[src/rtl/pe_pkg.sv]
// pe_pkg: shared constants and the FSM state type for the systolic MAC
// processing element.
//   DATA_W    operand / accumulator width (signed two's complement)
//   FRAC_BITS fractional bits of the Q2.13 format
//   PROD_W    full product width
//   MUL_CYC   multiplier step count, one step per multiplier bit
//   CNT_W     width of the multiplier step down-counter
package pe_pkg;

  localparam int DATA_W    = 16;
  localparam int FRAC_BITS = 13;
  localparam int PROD_W    = 2 * DATA_W;
  localparam int MUL_CYC   = DATA_W;
  localparam int CNT_W     = $clog2(MUL_CYC);

  typedef enum logic [1:0] {
    IDLE = 2'd0,
    BUSY = 2'd1,
    DONE = 2'd2
  } pe_state_t;

endpackage

[src/rtl/pe_seq_mul.sv]
// pe_seq_mul: radix-2 signed shift-add multiplier, MUL_CYC steps per product.
//   clk     in  clock, rising edge
//   rst     in  asynchronous reset, active-high
//   start   in  load operands (a, b) and begin a new product
//   a       in  signed multiplicand
//   b       in  signed multiplier
//   done    out one-cycle pulse once product holds the final result
//   product out signed PROD_W-bit product, exact
module pe_seq_mul
  import pe_pkg::*;
(
  input  logic              clk,
  input  logic              rst,
  input  logic              start,
  input  logic [DATA_W-1:0] a,
  input  logic [DATA_W-1:0] b,
  output logic              done,
  output logic [PROD_W-1:0] product
);

  logic [PROD_W-1:0] mcand;
  logic [DATA_W-1:0] mplier;
  logic [CNT_W-1:0]  cnt;
  logic              busy;

  always_ff @(posedge clk or posedge rst) begin
    if (rst) begin
      mcand   <= '0;
      mplier  <= '0;
      cnt     <= '0;
      busy    <= 1'b0;
      done    <= 1'b0;
      product <= '0;
    end else begin
      done <= 1'b0;
      if (start) begin
        mcand   <= {{(PROD_W-DATA_W){a[DATA_W-1]}}, a};
        mplier  <= b;
        cnt     <= CNT_W'(MUL_CYC - 1);
        busy    <= 1'b1;
        product <= '0;
      end else if (busy) begin
        // The multiplier's top bit carries weight -2^(DATA_W-1), so the final
        // step (terminal count) subtracts the shifted multiplicand instead of adding.
        if (mplier[0]) begin
          if (cnt == '0) product <= product - mcand;
          else           product <= product + mcand;
        end
        mcand  <= mcand << 1;
        mplier <= mplier >> 1;
        if (cnt == '0) begin
          busy <= 1'b0;
          done <= 1'b1;
        end else begin
          cnt <= cnt - 1'b1;
        end
      end
    end
  end

endmodule

[src/rtl/pe_mac_unit.sv]
// pe_mac_unit: systolic-array PE. Multiplies activation X by weight W (Q2.13),
// truncates the product back to 16 bits and accumulates it onto O_D, while
// forwarding the captured operands to the right and lower neighbours.
//   I_CLK   in  clock, rising edge
//   I_RST_N in  asynchronous reset, active-high
//   I_VLD   in  operand pair valid (sampled only in IDLE)
//   I_X     in  signed activation from the left
//   I_W     in  signed weight from above
//   O_VLD   out one-cycle pulse, O_D holds the new accumulated sum
//   O_X     out captured X, to the right
//   O_W     out captured W, downwards
//   O_D     out accumulated sum, downwards
//
// state | meaning
// IDLE  | waiting for I_VLD; accepts a pair and starts the multiplier
// BUSY  | multiplier stepping; inputs ignored
// DONE  | O_D just updated, O_VLD high for this cycle only
module pe_mac_unit
  import pe_pkg::*;
(
  input  logic              I_CLK,
  input  logic              I_RST_N,
  input  logic              I_VLD,
  input  logic [DATA_W-1:0] I_X,
  input  logic [DATA_W-1:0] I_W,
  output logic              O_VLD,
  output logic [DATA_W-1:0] O_X,
  output logic [DATA_W-1:0] O_W,
  output logic [DATA_W-1:0] O_D
);

  pe_state_t         state;
  logic              mul_start;
  logic              mul_done;
  logic [PROD_W-1:0] product;
  logic [DATA_W-1:0] q;
  logic              unused_prod_bits;

  assign mul_start = (state == IDLE) && I_VLD;

  pe_seq_mul u_mul (
    .clk     (I_CLK),
    .rst     (I_RST_N),
    .start   (mul_start),
    .a       (I_X),
    .b       (I_W),
    .done    (mul_done),
    .product (product)
  );

  // Keep the sign, drop the integer bits that no longer fit (no saturation)
  // and the fraction bits below the LSB (floor toward -inf).
  assign q = {product[PROD_W-1], product[FRAC_BITS+DATA_W-2:FRAC_BITS]};
  assign unused_prod_bits = ^{product[PROD_W-2:FRAC_BITS+DATA_W-1],
                              product[FRAC_BITS-1:0]};

  always_ff @(posedge I_CLK or posedge I_RST_N) begin
    if (I_RST_N) begin
      state <= IDLE;
      O_VLD <= 1'b0;
      O_X   <= '0;
      O_W   <= '0;
      O_D   <= '0;
    end else begin
      case (state)
        IDLE: begin
          O_VLD <= 1'b0;
          if (I_VLD) begin
            O_X   <= I_X;
            O_W   <= I_W;
            state <= BUSY;
          end
        end
        BUSY: begin
          if (mul_done) begin
            O_D   <= O_D + q;
            O_VLD <= 1'b1;
            state <= DONE;
          end
        end
        DONE: begin
          O_VLD <= 1'b0;
          state <= IDLE;
        end
        default: begin
          O_VLD <= 1'b0;
          state <= IDLE;
        end
      endcase
    end
  end

endmodule

[config.mk]
export PLATFORM = sky130hd
export DESIGN_NAME = pe_mac_unit
export DESIGN_NICKNAME = d
export VERILOG_FILES = /design/src/rtl/pe_pkg.sv /design/src/rtl/pe_seq_mul.sv /design/src/rtl/pe_mac_unit.sv
export SDC_FILE = /design/constraint.sdc
export NUM_CORES = 1
export LEC_CHECK = 0
export CAP_MARGIN = 20
export CORE_UTILIZATION = 41
export CTS_CLUSTER_DIAMETER = 120
export DETAILED_ROUTE_END_ITERATION = 7
export MAX_ROUTING_LAYER = met4
export PLACE_DENSITY = 0.61
export SETUP_SLACK_MARGIN = 0.05
export SLEW_MARGIN = 25
export SYNTH_ARGS = -nofsm -noshare
export SYNTH_HDL_FRONTEND = slang
export SYNTH_SLANG_ARGS = --single-unit
[constraint.sdc]
create_clock -name I_CLK -period 7.39 [get_ports I_CLK]
set_input_delay 1.478 -clock I_CLK [delete_from_list [all_inputs] [get_ports I_CLK]]
set_output_delay 1.478 -clock I_CLK [all_outputs]
set_load 0.005 [all_outputs]
==> flow_summary_export.csv <==
group,metric,value,unit
status,outcome,"finished clean",
drt,route.met3.wl,818,microns
timing,min_period_over_period,56.33,%
setup_path,cp-end-kind,"register",
timing,rsz0062_at_grt,"no",
logic_synthesis,yosys-top-cells-area,"dfrtp_1, nand2_1, ha_1",
global_routing,grt_max_degree,84,
floorplanning,ios,84,
floorplanning,num_rows,51,
timing,hold_viol,0,
placement,place_area,9283,sq um
logic_synthesis,async_flop_share,100.0,%
floorplanning,chipWidth,143.5,microns
clock_tree,numCtsBuffers,17,
logic_synthesis,ys_seq_area_share,41.76,%
drt,dr.max_layer_used,"met4",
logic_synthesis,synth_edf_count,0,
cells_and_area,drive_above_1_share,5.400,%
logic_synthesis,syn-mean-instance-area,8.944,sq um
worst_hold_path,min_path_type,"reg -> reg",
setup_path,critPathLaunchType,"register",
timing,max_slew.worst_pin.slew,1.024,ns
placement,gp_congestion,0.8953,
global_routing,grt_pass1_vias,6299,
placement,dp_hpwl,12900,microns
placement,post-place-ws,3.215,ns
cells_and_area,area_delta_synth_final,21.23,%
clock_tree,ctsHoldBuffers,0,
global_routing,grt_use_total,20.05,%
floorplanning,start_util,42.05,%
clock_tree,cts_num_sinks,137,
global_routing,antenna_found_initial,0,
timing,slew_viol_final,0,
clock_tree,htree_levels,4,
global_routing,overflow,0,
clock_tree,clk_pin_slew,0.07,ns
timing,fmax,240.2,MHz
setup_path,required,7.69,ns
logic_synthesis,netlist-cell-type-count,61,
drt,ant_nets,0,
drt,wirelength,18230,microns
power_and_ir_drop,finalPower,0.005784,W
timing,fin_setup_tns,0,ns
clock_tree,ctsLongestPathBuffers,2,
setup_path,arrival,4.46,ns
timing,finalCriticalPeriod,4.163,ns
logic_synthesis,synth.largest_area_cell,"dfrtp_1",
power_and_ir_drop,ir_worst_vdd,211.1,uV
timing,fin_skew,0.01349,ns
logic_synthesis,ys_seq_elements,137,
timing,setup_viol,0,
cells_and_area,antennaDiodeCount,0,
logic_synthesis,synthCells,918,
setup_path,path_max_fanout,8,
power_and_ir_drop,p_leak,4.745,nW
clock_tree,clk-insertion-delay-late,0.43,ns
global_routing,grt_pass1_wl,31300,microns
logic_synthesis,synth_top_area_share,41.76,%
drt,routedWlPerCell,14.41,microns
placement,io_buffers,83,
logic_synthesis,synth_fp_nets,1003,
drt,dr.pass1.iters,5,
drt,vias,6578,
logic_synthesis,synth_ff_type,"dfrtp_1",
drt,via_per_inst,5.200,
floorplanning,die_h,143.5,microns
cells_and_area,fin_area,9953,sq um
drt,wl_met2,7997,microns
logic_synthesis,yosys_warnings,0,
cells_and_area,nets,1072,
drt,drt_iter0_markers,498,
run,drv_cap,0,
timing,setup_ws,3.227,ns
power_and_ir_drop,powerDensity,581.1,nW/um^2
floorplanning,dieArea,20600,sq um
clock_tree,ctsResizeCount,0,
clock_tree,cts_tree,"built",
clock_tree,cts_post_setup_buffers_inserted,0,
cells_and_area,fill_cells,1839,
timing,slew-limit-headroom,31.49,%
floorplanning,core,19530,sq um
drt,drcViolationCount,0,
setup_path,criticalPathCategory,"reg -> reg",
clock_tree,cts_root_buf,"clkbuf_16",
logic_synthesis,synth_area,8210,sq um
drt,wl_met1,9164,microns
==> state kept, by name, summed over array words and instances (netlist names) <==
name           cells
state              2
u_mul.busy         1
O_W               16
u_mul.cnt          4
O_VLD              1
u_mul.mcand       32
u_mul.done         1
u_mul.product     32
O_X               16
u_mul.mplier      16
O_D               16
==> area by class of cell <==
class,count,area [sq um],share of cell area [%]
multi-input combinational,717,4547,45.68
sequential,137,3430,34.46
timing repair buffer,91,894.6,8.988
clock buffer,17,425.4,4.274
tap,265,331.6,3.331
clock inverter,15,234.0,2.351
inverter,23,91.34,0.9177
==> through the flow <==
| stage | std cells | utilization, % | hold slack (ns) |
|---|---|---|---|
| after floorplan | 918 | - | 0.4507 |
| after global placement | 1232 | 47.54 | 0.4561 |
| after detailed placement | 1232 | 47.54 | 0.4614 |
| after CTS | 1264 | 50.92 | 0.4845 |
| after global routing | 1265 | 50.97 | 0.4961 |
| final | 1265 | 50.97 | 0.4786 |
==> synth_stat cells (all sizes together) (3+ instances only) <==
library cell / instances
o21ai: 86
inv: 23
o21a: 8
o41ai: 5
o31ai: 6
a21o: 15
nand4: 3
nor2: 51
mux2i: 49
nand3b: 5
nor3b: 4
and2: 3
dfrtp: 137
a2111oi: 3
or4: 3
a31oi: 7
nor2b: 4
ha: 48
or3: 8
nor3: 13
o21bai: 4
a22o: 4
and3: 6
nand2: 184
nand2b: 9
xnor2: 37
buf: 7
a211oi: 11
o211ai: 4
a21oi: 69
xor2: 24
clkbuf: 34
nand3: 15
nor4: 5
==> cell families after synthesis <==
logic type                 synth area share (%)
buffers and inverters                     2.926
AOI/OAI and AO/OA                         17.16
adders and majority gates                 7.803
and+or+nand+nor                           17.78
muxes                                     5.974
xor gates and xnor gates                  6.599
DFF                                       41.76
==> power by group <==
| group | switching (W) | internal, W |
|---|---|---|
| Clock | 0.000366 | 0.000582 |
| Combinational | 0.00184 | 0.00160 |
| Sequential | 0.000301 | 0.00109 |
==> critical path, stage by stage (launching register included) <==
cell,delay (ns)
dfrtp_1,0.41
or3_1,0.43
or2_1,0.24
nor2_1,0.27
nand2_1,0.11
o31ai_1,0.25
xor2_1,0.21
ha_1,0.33
a2111oi_0,0.42
o21ai_1,0.14
o2111ai_1,0.10
nand2_1,0.10
a221o_1,0.36
o21ai_0,0.29
o311ai_1,0.15
o21ai_1,0.14
o31ai_1,0.08
==> final timing paths <==
kind | startpoint | to | slack (ns) | cells after the start
max reg2reg | u_mul.mcand[5] | u_mul.product[31] | 3.23 | 16
max in group asynchronous | I_RST_N | u_mul.busy | 4.50 | 3
min reg2reg | O_W[6] | O_W[6] | 0.48 | 2
min | O_W[6] | O_W[6] | 0.48 | 2
min in group asynchronous | I_RST_N | O_VLD | 1.51 | 2
max | u_mul.mcand[5] | u_mul.product[31] | 3.23 | 16
==> placed cells by master, fill, tap and decap left out, types with 3 or more instances in the layout <==
| cell | instances |
|---|---|
| o211ai_1 | 4 |
| clkbuf_16 | 17 |
| or3_1 | 8 |
| a21o_1 | 15 |
| clkdlybuf4s50_1 | 83 |
| ha_1 | 48 |
| inv_8 | 4 |
| nand3_1 | 15 |
| nor3_1 | 12 |
| nor2b_1 | 4 |
| dfrtp_1 | 136 |
| o21a_1 | 8 |
| inv_6 | 4 |
| xnor2_1 | 36 |
| buf_4 | 7 |
| o31ai_1 | 6 |
| a2111oi_0 | 3 |
| and3_1 | 5 |
| mux2i_1 | 49 |
| nand3b_1 | 5 |
| nand2b_1 | 8 |
| a21oi_1 | 69 |
| o41ai_1 | 5 |
| a211oi_1 | 11 |
| a31oi_1 | 7 |
| a22o_1 | 4 |
| nor4_1 | 3 |
| nor2_1 | 51 |
| clkinv_4 | 3 |
| nor3b_1 | 3 |
| o21ai_1 | 5 |
| xor2_1 | 24 |
| o21bai_1 | 4 |
| inv_1 | 22 |
| o21ai_0 | 81 |
| bufinv_16 | 4 |
| nand2_1 | 184 |
==> per-layer routing <==
metal	GRT usage, %	up-vias
li1	-	3372
met1	26.98	3048
met2	30.07	135
met3	4.332	23
met4	6.215	0
met5	-	-
Power figures use the tool's default switching activity.
